File: src/rtl/pipe_stage_buffer_if.sv
// Handshake bundle for one elastic pipeline stage: the upstream feed plus the downstream head.
interface pipe_stage_buffer_if #(
  parameter int DATA_W = 32,
  parameter int CTRL_W = 16,
  parameter int PC_W   = 32
);

  // Valid/ready contract, evaluated on the rising clock edge:
  //   an entry moves when valid & ready are both high. Once valid is raised and ready is low,
  //   the source must hold valid and payload unchanged until the transfer happens. Ready may
  //   change freely, and valid must never wait on ready.
  logic              In_Valid;
  logic              In_Ready;
  logic [CTRL_W-1:0] In_Ctrl;
  logic [DATA_W-1:0] In_Data;
  logic [PC_W-1:0]   In_PC;

  logic              Out_Valid;
  logic              Out_Ready;
  logic [CTRL_W-1:0] Out_Ctrl;
  logic [DATA_W-1:0] Out_Data;
  logic [PC_W-1:0]   Out_PC;

  modport master (
    output In_Valid, In_Ctrl, In_Data, In_PC, Out_Ready,
    input  In_Ready, Out_Valid, Out_Ctrl, Out_Data, Out_PC
  );

  modport slave (
    input  In_Valid, In_Ctrl, In_Data, In_PC, Out_Ready,
    output In_Ready, Out_Valid, Out_Ctrl, Out_Data, Out_PC
  );

endinterface

File: src/rtl/pipe_stage_buffer.sv
// Elastic pipeline-stage register. It has an optional two-entry skid, flush to bubble,
// and saturating stall/flush counters.
module pipe_stage_buffer #(
  parameter int DATA_W  = 32,
  parameter int CTRL_W  = 16,
  parameter int PC_W    = 32,
  parameter bit SKID_EN = 1'b1,
  parameter int CNT_W   = 16
) (
  input  logic             Clock,
  input  logic             Reset,
  input  logic             Flush,
  pipe_stage_buffer_if.slave bus,
  output logic [1:0]       Occupancy,
  output logic [CNT_W-1:0] StallCount,
  output logic [CNT_W-1:0] FlushCount
);

  // The state encoding is the occupancy, so the state is visible on the Occupancy port.
  typedef enum logic [1:0] {
    ST_EMPTY = 2'd0,
    ST_ONE   = 2'd1,
    ST_TWO   = 2'd2
  } state_e;

  state_e            state_q, state_d;
  logic [CTRL_W-1:0] head_ctrl_q, head_ctrl_d;
  logic [DATA_W-1:0] head_data_q, head_data_d;
  logic [PC_W-1:0]   head_pc_q, head_pc_d;
  logic [CTRL_W-1:0] skid_ctrl_q, skid_ctrl_d;
  logic [DATA_W-1:0] skid_data_q, skid_data_d;
  logic [PC_W-1:0]   skid_pc_q, skid_pc_d;
  logic              in_ready_q, in_ready_d;
  logic [CNT_W-1:0]  stall_cnt_q, stall_cnt_d;
  logic [CNT_W-1:0]  flush_cnt_q, flush_cnt_d;

  logic out_valid;
  logic in_ready;
  logic accept;
  logic pop;

  assign out_valid = (state_q != ST_EMPTY);
  // With the skid enabled, ready comes from a flop and never sees Out_Ready.
  assign in_ready  = SKID_EN ? in_ready_q : (~out_valid | bus.Out_Ready);
  assign accept    = bus.In_Valid & in_ready;
  assign pop       = out_valid & bus.Out_Ready;

  always_comb begin
    state_d     = state_q;
    head_ctrl_d = head_ctrl_q;
    head_data_d = head_data_q;
    head_pc_d   = head_pc_q;
    skid_ctrl_d = skid_ctrl_q;
    skid_data_d = skid_data_q;
    skid_pc_d   = skid_pc_q;

    if (Flush) begin
      // The payload registers are not touched, so a same-cycle input is dropped and the head data stays put.
      state_d = ST_EMPTY;
    end else begin
      case (state_q)
        ST_EMPTY: begin
          if (accept) begin
            state_d     = ST_ONE;
            head_ctrl_d = bus.In_Ctrl;
            head_data_d = bus.In_Data;
            head_pc_d   = bus.In_PC;
          end
        end
        ST_ONE: begin
          if (accept && (pop || !SKID_EN)) begin
            head_ctrl_d = bus.In_Ctrl;
            head_data_d = bus.In_Data;
            head_pc_d   = bus.In_PC;
          end else if (accept) begin
            state_d     = ST_TWO;
            skid_ctrl_d = bus.In_Ctrl;
            skid_data_d = bus.In_Data;
            skid_pc_d   = bus.In_PC;
          end else if (pop) begin
            state_d = ST_EMPTY;
          end
        end
        ST_TWO: begin
          if (pop) begin
            state_d     = ST_ONE;
            head_ctrl_d = skid_ctrl_q;
            head_data_d = skid_data_q;
            head_pc_d   = skid_pc_q;
          end
        end
        default: state_d = ST_EMPTY;
      endcase
    end

    in_ready_d = (state_d != ST_TWO);
  end

  always_comb begin
    stall_cnt_d = stall_cnt_q;
    flush_cnt_d = flush_cnt_q;
    if (out_valid && !bus.Out_Ready && (stall_cnt_q != {CNT_W{1'b1}}))
      stall_cnt_d = stall_cnt_q + CNT_W'(1);
    if (Flush && out_valid && (flush_cnt_q != {CNT_W{1'b1}}))
      flush_cnt_d = flush_cnt_q + CNT_W'(1);
  end

  always_ff @(posedge Clock or negedge Reset) begin
    if (!Reset) begin
      state_q     <= ST_EMPTY;
      head_ctrl_q <= '0;
      head_data_q <= '0;
      head_pc_q   <= '0;
      skid_ctrl_q <= '0;
      skid_data_q <= '0;
      skid_pc_q   <= '0;
      in_ready_q  <= 1'b1;
      stall_cnt_q <= '0;
      flush_cnt_q <= '0;
    end else begin
      state_q     <= state_d;
      head_ctrl_q <= head_ctrl_d;
      head_data_q <= head_data_d;
      head_pc_q   <= head_pc_d;
      skid_ctrl_q <= skid_ctrl_d;
      skid_data_q <= skid_data_d;
      skid_pc_q   <= skid_pc_d;
      in_ready_q  <= in_ready_d;
      stall_cnt_q <= stall_cnt_d;
      flush_cnt_q <= flush_cnt_d;
    end
  end

  // Masking the control word makes an empty stage look like a bubble downstream.
  assign bus.In_Ready  = in_ready;
  assign bus.Out_Valid = out_valid;
  assign bus.Out_Ctrl  = out_valid ? head_ctrl_q : '0;
  assign bus.Out_Data  = head_data_q;
  assign bus.Out_PC    = head_pc_q;

  assign Occupancy  = state_q;
  assign StallCount = stall_cnt_q;
  assign FlushCount = flush_cnt_q;

endmodule
File: src/flat_wrapper.sv
// flat-port wrapper written by rule: the top's interface ports become plain ports
module pipe_stage_buffer_flat 
#(
  parameter int DATA_W  = 32,
  parameter int CTRL_W  = 16,
  parameter int PC_W    = 32,
  parameter bit SKID_EN = 1'b1,
  parameter int CNT_W   = 16
)
  (Clock, Reset, Flush, Occupancy, StallCount, FlushCount, bus_In_Valid, bus_In_Ctrl, bus_In_Data, bus_In_PC, bus_Out_Ready, bus_In_Ready, bus_Out_Valid, bus_Out_Ctrl, bus_Out_Data, bus_Out_PC);
  pipe_stage_buffer_if #(.DATA_W(DATA_W), .CTRL_W(CTRL_W), .PC_W(PC_W)) bus_i ();
  input  logic Clock;
  input  logic Reset;
  input  logic Flush;
  output logic [1:0] Occupancy;
  output logic [CNT_W-1:0] StallCount;
  output logic [CNT_W-1:0] FlushCount;
  input wire logic [$bits(bus_i.In_Valid)-1:0] bus_In_Valid;
  input wire logic [$bits(bus_i.In_Ctrl)-1:0] bus_In_Ctrl;
  input wire logic [$bits(bus_i.In_Data)-1:0] bus_In_Data;
  input wire logic [$bits(bus_i.In_PC)-1:0] bus_In_PC;
  input wire logic [$bits(bus_i.Out_Ready)-1:0] bus_Out_Ready;
  output wire logic [$bits(bus_i.In_Ready)-1:0] bus_In_Ready;
  output wire logic [$bits(bus_i.Out_Valid)-1:0] bus_Out_Valid;
  output wire logic [$bits(bus_i.Out_Ctrl)-1:0] bus_Out_Ctrl;
  output wire logic [$bits(bus_i.Out_Data)-1:0] bus_Out_Data;
  output wire logic [$bits(bus_i.Out_PC)-1:0] bus_Out_PC;
  assign bus_i.In_Valid = bus_In_Valid;
  assign bus_i.In_Ctrl = bus_In_Ctrl;
  assign bus_i.In_Data = bus_In_Data;
  assign bus_i.In_PC = bus_In_PC;
  assign bus_i.Out_Ready = bus_Out_Ready;
  assign bus_In_Ready = bus_i.In_Ready;
  assign bus_Out_Valid = bus_i.Out_Valid;
  assign bus_Out_Ctrl = bus_i.Out_Ctrl;
  assign bus_Out_Data = bus_i.Out_Data;
  assign bus_Out_PC = bus_i.Out_PC;
  pipe_stage_buffer #(.DATA_W(DATA_W), .CTRL_W(CTRL_W), .PC_W(PC_W), .SKID_EN(SKID_EN), .CNT_W(CNT_W)) u_core (.Clock(Clock), .Reset(Reset), .Flush(Flush), .bus(bus_i), .Occupancy(Occupancy), .StallCount(StallCount), .FlushCount(FlushCount));
endmodule
File: config.mk
export PLATFORM = sky130hd
export DESIGN_NAME = pipe_stage_buffer_flat
export DESIGN_NICKNAME = d
export VERILOG_FILES = /design/src/rtl/pipe_stage_buffer_if.sv /design/src/rtl/pipe_stage_buffer.sv /design/src/flat_wrapper.sv
export SDC_FILE = /design/constraint.sdc
export NUM_CORES = 1
export LEC_CHECK = 0
export ABC_AREA = 1
export BUFFER_PORTS_ARGS = -buffer_cell sky130_fd_sc_hd__buf_2
export CAP_MARGIN = 10
export CORE_ASPECT_RATIO = 0.9
export CORE_UTILIZATION = 49
export CTS_CLUSTER_DIAMETER = 50
export DETAILED_ROUTE_END_ITERATION = 8
export GPL_TIMING_DRIVEN = 0
export PLACE_DENSITY_LB_ADDON = 0.08
export SLEW_MARGIN = 20
export SYNTH_ARGS = -nofsm -noshare
export SYNTH_HDL_FRONTEND = slang
export SYNTH_SLANG_ARGS = --single-unit
File: constraint.sdc
create_clock -name Clock -period 1.74 [get_ports Clock]
set_clock_uncertainty 0.1 [all_clocks]
set_input_delay 0.261 -clock Clock [delete_from_list [all_inputs] [get_ports Clock]]
set_output_delay 0.261 -clock Clock [all_outputs]
set_load 0.01 [all_outputs]
* Word-level counts from Yosys, hierarchy flattened
Cells that the tools add are included.
Word-level totals: output and inout bits 116, bits of input ports 85, flip-flop bits (word level) 195
Operators by class: bitwise logic cells 4, reduce and logical (&&, ||, !) cells 11, eq/ne operators 8, mux-type cells 20, add/subtract/negate cells 2
Operators with widths (count):
- $mux 32 | 6
- $pmux 32 s3 | 2
- $mux 16 | 4
- $pmux 16 s3 | 1
- $add 16x1->16 const B | 2
- $ne 16x16->1 const B | 2
- $mux 2 | 6
- $ne 2x1->1 const B | 3
- $pmux 2 s3 | 1
- $logic_and 1x1->1 | 5
- $reduce_and 5->1 | 1
- $reduce_and 4->1 | 1
- $reduce_bool 3->1 | 1
- $and 1x1->1 | 2
- $eq 2x1->1 const B | 1
- $eq 2x2->1 const B | 1
- $logic_not 2->1 | 1
- $ne 2x2->1 const B | 1
- $not 1->1 | 2
- $reduce_bool 2->1 | 1
- $logic_not 1->1 | 1

* Logic depth before layout (Yosys ltp)
Gate-level depths: netlist (run 1).
depth after elaboration 8, mapped depth 11, gate-level depth less buffers 10

* Least setup slack after synthesis (run 1)
Ideal clock, no wire load.
path kind register to register, start reg u_core.flush_cnt_q[0] (netlist: u_core.FlushCount[0]), end reg u_core.flush_cnt_q[10] (netlist: u_core.FlushCount[10]), setup time 0.116 ns, path slack 0.006 ns, stages on the path, launching flop included 10, arrival time 1.518 ns, cell sequence dfrtp_1 -> ha_1 -> nand3_1 -> inv_1 -> nand2_1 -> o21ai_2 -> inv_2 -> buf_6 -> nand2_1 -> nand2_1
On the way: word-level cells in the longest chain between the ends 2
Ends and longest elaborated chain:
- from (decl) | RTL line pipe_stage_buffer.sv:35 | logic [CNT_W-1:0] flush_cnt_q, flush_cnt_d;
- from (signal assigned) | RTL line pipe_stage_buffer.sv:130 | flush_cnt_q <= flush_cnt_d;
- branches (longest 2 deep; another with $add 16x1->16)
Several ways; the timed one is not identified. A chain may end at the register's enable or synchronous reset.

* Worst setup path in the final report (run 1)
start reg u_core.state_q[1] (netlist: u_core.Occupancy[1]), end out bus_Out_Ctrl[5]
On the way: word-level cells in the longest chain between the ends 2
Ends and longest elaborated chain:
- from (decl) | RTL line pipe_stage_buffer.sv:26 | state_e state_q, state_d;
- from (signal assigned) | RTL line pipe_stage_buffer.sv:121 | state_q <= state_d;
- $reduce_bool 2->1 | RTL line pipe_stage_buffer.sv:42 | assign out_valid = (state_q != ST_EMPTY);
- $mux 16 | RTL line pipe_stage_buffer.sv:137 | assign bus.Out_Ctrl = out_valid ? head_ctrl_q : '0;
- to (decl) | RTL line flat_wrapper.sv:25 | output wire logic [$bits(bus_i.Out_Ctrl)-1:0] bus_Out_Ctrl;
No other way between the ends.

==> results of run 1 <==
==> worst register-to-register path, delay by kind of cell (launching register included) <==
kind,cells,cell delay (ps)
flip-flops,1,440
AO/OA/AOI/OAI,1,90
AND/OR/NAND/NOR,5,600
buffers and inverters,4,450
==> synth_stat cells <==
cell type	instances	area (sq um)
inv_1	123	462
buf_2	27	135
o211ai_1	64	480
nand3_1	14	70.1
buf_4	1	7.51
and2_1	1	6.26
nand4_1	12	75.1
a21oi_1	50	250
nand2_2	2	12.5
o21ai_0	126	631
clkbuf_1	28	105
xnor2_1	15	131
nor2_4	3	33.8
o21ai_2	1	8.76
dfrtp_1	194	4850
dfstp_2	1	26.3
nor3_1	1	5.00
buf_6	6	67.6
ha_1	2	25.0
clkinv_1	1	3.75
inv_2	3	11.3
o21ai_1	13	65.1
nor2_1	98	368
buf_1	1	3.75
nand2_1	327	1230
==> logic make-up after synthesis <==
family	after synthesis	synth area share, %
DFF	195	53.8
buffers and inverters	190	8.78
AOI/OAI and AO/OA	254	15.8
adders and majority gates	2	0.276
and+or+nand+nor	458	19.8
xor gates and xnor gates	15	1.45
==> state kept, by name (all words and copies together) (netlist names) <==
signal	count
u_core.bus.Out_Data	32
u_core.bus.Out_PC	32
u_core.skid_data_q	32
u_core.skid_pc_q	32
u_core.FlushCount	16
u_core.StallCount	16
u_core.head_ctrl_q	16
u_core.skid_ctrl_q	16
u_core.Occupancy	2
u_core.bus.In_Ready	1
==> layout by cell type (no fill, tap or decap), types with 9 or more instances in the layout <==
master           n
buf_4           34
clkbuf_1         9
a21oi_1         47
nand4_1         12
clkbuf_16       20
buf_2          206
nand2_1        321
dfrtp_1        191
inv_1          122
xnor2_1         15
o21ai_1         38
o211ai_1        64
buf_6           17
nor2_1          91
nand3_1         12
dlygate4sd3_1   43
o21ai_0         99
==> per-layer routing <==
layer | global-route usage (%) | part of all wire [%] | up-vias
li1 | - | - | 4147
met1 | 36.6 | 46 | 3968
met2 | 41.9 | 47 | 252
met3 | 4.62 | 5.4 | 28
met4 | 7.49 | 1.3 | 0
met5 | 0 | 0 | -
==> through the flow <==
stage	utilization (%)	setup slack [ps]	power (mW)	cell area [sq um]	hold slack (ps)
after floorplan	-	5.93	7.23	9070	-135
after global placement	58.1	-2990	8.13	10400	367
after detailed placement	58.5	-280	8.22	10400	4.51
final	67.5	-90.7	12.3	12000	7.82
after CTS	65.5	-107	12.2	11700	1.09
after global routing	67.5	-145	13.0	12000	14.0
==> cell type report <==
| class | instances | area, sq um | area share (%) |
|---|---|---|---|
| flip-flops and latches | 195 | 4880 | 40.6 |
| multi-input cells | 729 | 3540 | 29.4 |
| repair buffers | 275 | 1820 | 15.1 |
| inverters | 127 | 480 | 3.99 |
| plain buffers | 60 | 465 | 3.87 |
| clock buffers | 18 | 429 | 3.57 |
| well taps | 240 | 300 | 2.49 |
| clock inverters | 14 | 119 | 0.987 |
| diodes | 1 | 2.50 | 0.0208 |
==> power by group <==
group	switching, mW	internal [mW]
Combinational	1.49	1.18
Sequential	0.469	5.43
Clock	1.86	1.88
Total	3.81	8.50
==> final timing paths <==
check | end | cells after the start | slack [ps] | startpoint
worst max-delay path | bus_Out_Ctrl[5] | 4 | -90 | u_core.Occupancy[1]$_DFF_PN0_
worst min-delay path | u_core.skid_ctrl_q[0]$_DFFE_PN0P_ | 3 | 8 | bus_In_Ctrl[0]
worst max register to register | u_core.bus.Out_Data[14]$_DFFE_PN0P_ | 10 | 10 | u_core.Occupancy[1]$_DFF_PN0_
worst min register to register | u_core.bus.Out_PC[15]$_DFFE_PN0P_ | 2 | 390 | u_core.bus.Out_PC[15]$_DFFE_PN0P_
max in group asynchronous | u_core.bus.Out_Data[25]$_DFFE_PN0P_ | 3 | 700 | Reset
min in group asynchronous | u_core.StallCount[4]$_DFFE_PN0P_ | 2 | 150 | Reset
==> repair_timing <==
action	in CTS	in global routing
cloned	1	3
setup buffers	18	8
endpoints found under the hold margin	248	1
pin swaps	6	9
hold buffers	42	1
endpoints found under the setup margin	206	206
resized for setup	56	111
==> impl_results.md, run 1 <==
- Status: finished with violations
- Violated checks: negative setup slack
- Worst setup margin: -90.7 ps
- TritonRoute pass-1 iters: 5
- Leak pwr: 6.28 nW
- Row count: 46
- Cell family with most CP delay: flip-flops
- Routed vias: 8395
- Worst Setup Start Kind: flop
- # nets final: around 1500
- Slew Limit Fails: 0
- Setup violators final: 17
- Buf/Inv on CP: 2
- Final WL: 24.6 mm
- Yosys cell types: 25
- Syn nets: 1201
- Worst EP arrival: 1470 ps
- Initial Utilization: 50.8%
- Drt initial violations: 459
- Clk root buf: clkbuf_16
- Layout Cells excl Fill: around 1700
- Final HPWL DP: 16.1 mm
- Slowest cell on the critical path: dfrtp_2
- Cells after DPL: roughly 1600
- Clk_lat worst skew: 430 ps
- Cells after Synth: 1114
- Critical-path cell list: nor2_4 -> buf_6 -> nor2_2 -> buf_2
- Synth warn: 0
- Clock sink count: 195
- Grt ovf: 0
- Layout cell share with drive strength beyond 1: 24.8%
- Number of CTS-inserted buffers: 17
- H-Tree Depth: 4
- Worst slew margin: about 66%
- Fillers: 1527
- Required time of the worst setup path: about 1400 ps
- Height of the die: 131 microns
- DR WL/cell: 14.8 microns
- IO buf count: 200
- RSZ-0062 raised after global routing: yes
- Die area: 0.0191 sq mm
- Clk pin slew, worst setup/hold paths: roughly 70 ps
- Num ports: 201
- Peak VDD IR: 0.629 mV
- Synth Register Bits: 195
- First-pass GRT wire length: 39.1 mm
- CP Class: reg -> out
- Worst Tran Pin Value: a little over 500 ps
- Core Area: 0.0178 sq mm
- Vias in the first global route: 7709
- Antenna violations before repair: 1
- Global-route total usage across every layer: 26.1%
- Final setup TNS: -1220 ps
- Die Wd: ~150 microns
- Via/cell ratio: 5.06
- MaxCap Viol Count: 0
- HP Class: in -> reg
- Cell Pwr Density: 1020 mW/mm^2
- Antenna Nets Post-Route: 0
- Largest net degree at the start of global routing: 93
- Critical path capture point type: output pin
- Final-report hold violation count: 0
- Slowest stage delay, CP: ~440 ps
- Final worst path period need: approximately 1800 ps
- P&R area growth vs syn: 32.8%
- Syn Area/Cell: 8.14 sq um
- CTS tree: built
- Remaining DRCs: 0
- Clk buf depth: 2
- Post-route clock period utilization: 105%
- Crit-path max FO: 5
- Sequential-to-total area share from yosys stat: 53.8%
- GPL Wtd Cong: between 0.8 and 0.9
- Fmax: 0.546 GHz
- Synthesized area: about 0.0091 sq mm
No activity file was read; power rests on OpenSTA's default activity.
==> run 2, diff against run 1 <==
--- a/config.mk
+++ b/config.mk
@@ -12,7 +12,7 @@
 export CORE_UTILIZATION = 49
 export CTS_CLUSTER_DIAMETER = 50
 export DETAILED_ROUTE_END_ITERATION = 8
-export GPL_TIMING_DRIVEN = 0
+export GPL_TIMING_DRIVEN = 1
 export PLACE_DENSITY_LB_ADDON = 0.08
 export SLEW_MARGIN = 20
 export SYNTH_ARGS = -nofsm -noshare
==> impl_results.md, run 2 (synthesized netlist as in run 1, its figures left out) <==
- Global-route total usage across every layer: 23.9% (-2.2 points)
- Core Area: 0.0178 sq mm (unchanged)
- Hold path depth: 3 (unchanged)
- P&R area growth vs syn: 31.8%
- # nets final: 1449 (-2.9%)
- Layout cell share with drive strength beyond 1: 21.8% (-3.1 points)
- R2r setup slk: 80 ps (+70 ps)
- Slew Limit Fails: 0 (unchanged)
- Peak VDD IR: 0.686 mV (+9.1%)
- Antenna violations before repair: 0 (-1)
- Worst Setup Start Kind: flop
- Final worst path period need: 1720 ps (-110 ps)
- Drt initial violations: 361 (-21%)
- Hold Crit Endpoint: u_core.bus.Out_Data[26]$_DFFE_PN0P_
- CTS tree: built
- Leak pwr: 6.27 nW (-0.15%)
- Die Wd: 145 microns (unchanged)
- Cell Pwr Density: 1130 mW/mm^2 (+10%)
- Final WL: 22.9 mm (-6.8%)
- Clk buf depth: 2 (unchanged)
- IO buf count: 200 (unchanged)
- Number of CTS-inserted buffers: 17 (unchanged)
- Largest net degree at the start of global routing: 61 (-34%)
- MaxCap Viol Count: 0 (unchanged)
- HP Class: in -> reg
- Row count: 46 (unchanged)
- Worst Tran Pin Value: 481 ps (-27.9 ps)
- Final-report hold violation count: 0 (unchanged)
- Sequential cell area: 0.00488 sq mm (about the same)
- Routed vias: 8094 (-3.6%)
- R2R Path End: u_core.bus.Out_PC[12]$_DFFE_PN0P_
- Vias in the first global route: 7376 (-4.3%)
- First-pass GRT wire length: 36.2 mm (-7.4%)
- Antenna Nets Post-Route: 0 (unchanged)
- CP Class: reg -> out
- Worst setup margin: 19.0 ps (+110 ps)
- Commonest non-fill, non-tap cell in the layout: nand2_1
- Critical path capture point type: output pin
- Clk_lat worst skew: 430 ps (about the same)
- Grt ovf: 0 (unchanged)
- Fmax: 0.581 GHz (+6.4%)
- R2R Path Start: u_core.bus.In_Ready$_DFF_PN1_
- Status: finished clean
- Multi-input gate area: 0.00342 sq mm (-3.2%)
- Worst slew margin: 68.0% (+1.9 points)
- Required time of the worst setup path: 1380 ps (about the same)
- Die area: 0.0191 sq mm (unchanged)
- GPL Wtd Cong: 0.827 (+1.6%)
- Worst EP arrival: 1360 ps (-110 ps)
- H-Tree Depth: 4 (unchanged)
- Worst slack, placed: -24.8 ps (+256 ps)
- TritonRoute pass-1 iters: 5 (unchanged)
- Initial Utilization: 50.8% (unchanged)
- RSZ-0062 raised after global routing: yes
- Final setup TNS: 0 ps (+1220 ps)
- DR WL/cell: 14.2 microns (-4.2%)
- Post-route clock period utilization: 98.9% (-6.3 points)
- Setup violators final: 0 (-17)
- Clock sink count: 195 (unchanged)
- Remaining DRCs: 0 (unchanged)
- Clk pin slew, worst setup/hold paths: 70 ps (about the same)
- HP Start: bus_In_Data[26]
- Num ports: 201 (unchanged)
- Most frequent cells in the layout: nand2_1, buf_2, dfrtp_1
- Via/cell ratio: 5.01 (-0.90%)
- Crit-path max FO: 18 (+13)
- Diodes inserted: 0 (-1)
- Final HPWL DP: 14.7 mm (-8.9%)
- Fillers: 1542 (+0.98%)
- Clk root buf: clkbuf_16
- R2R cell count: 8 (-2)
- Height of the die: 131 microns (unchanged)
run 2: power breakdown:
group / internal, mW / switching (mW) / total, mW
sequential: 5.43 / 0.456 / 5.89
clock: 3.32 / 1.73 / 5.04
combinational: 1.10 / 1.42 / 2.52
total: 9.84 / 3.60 / 13.4
run 2: worst max path at each step:
stage                                                start                            endpoint  slack [ps]  depth (start not counted)
final                        u_core.Occupancy[0]$_DFF_PN0_                    bus_Out_Ctrl[10]          20                          4
after global routing         u_core.Occupancy[0]$_DFF_PN0_                     bus_Out_Ctrl[0]         -40                          4
after CTS                    u_core.Occupancy[0]$_DFF_PN0_                    bus_Out_Ctrl[10]          -1                          4
after detailed placement     u_core.bus.In_Ready$_DFF_PN1_   u_core.skid_data_q[6]$_DFFE_PN0P_         -20                          6
after global placement       u_core.bus.In_Ready$_DFF_PN1_  u_core.skid_data_q[12]$_DFFE_PN0P_          60                          6
after floorplan           u_core.FlushCount[0]$_DFFE_PN0P_   u_core.FlushCount[10]$_DFFE_PN0P_           6                          9
run 2: worst max-delay path, cell delays in order (launching register included):
cell	delay [ps]
dfrtp_2	430
nor2_4	140
buf_12	160
nor2_1	70
buf_2	140
run 2: layer usage:
metal / vias to the layer above / share of wire (%) / global-route usage (%)
met5: - / 0 / 0
met4: 0 / 1.4 / 7.43
met3: 29 / 5.1 / 4.93
met2: 205 / 47 / 37.7
met1: 3805 / 47 / 33.4
li1: 4055 / - / -
run 2: per-stage QoR:
| stage | util [%] | instance area (sq um) | total power [mW] | hold WS (ps) | instances |
|---|---|---|---|---|---|
| 2_1_floorplan | - | 9070 | 7.23 | -135 | 1114 |
| 3_3_place_gp | 59.1 | 10500 | 8.22 | 164 | 1531 |
| 3_5_place_dp | 59.1 | 10500 | 8.31 | 170 | 1531 |
| 4_1_cts | 66.0 | 11800 | 13.5 | 0.601 | 1607 |
| 5_1_grt | 67.0 | 12000 | 14.2 | 7.08 | 1614 |
| 6_report | 67.0 | 12000 | 13.4 | 14.6 | 1614 |
run 2: area by class of cell:
cell class / count / share of cell area, %
Tap cell: 240 / 2.51
Timing Repair Buffer: 292 / 17.6
Sequential cell: 195 / 40.9
Inverter: 127 / 4.01
Multi-Input combinational cell: 729 / 28.6
Clock buffer: 18 / 3.67
Clock inverter: 13 / 2.72
run 2: repair_timing:
item / CTS / global route
hold endpoints to repair: 98 / 0
resized for setup: 7 / 11
gates cloned: 0 / 4
buffers inserted: 3 / 3
setup endpoints to repair: 32 / 66
pin swaps: 1 / 1
hold buffers: 42 / 0
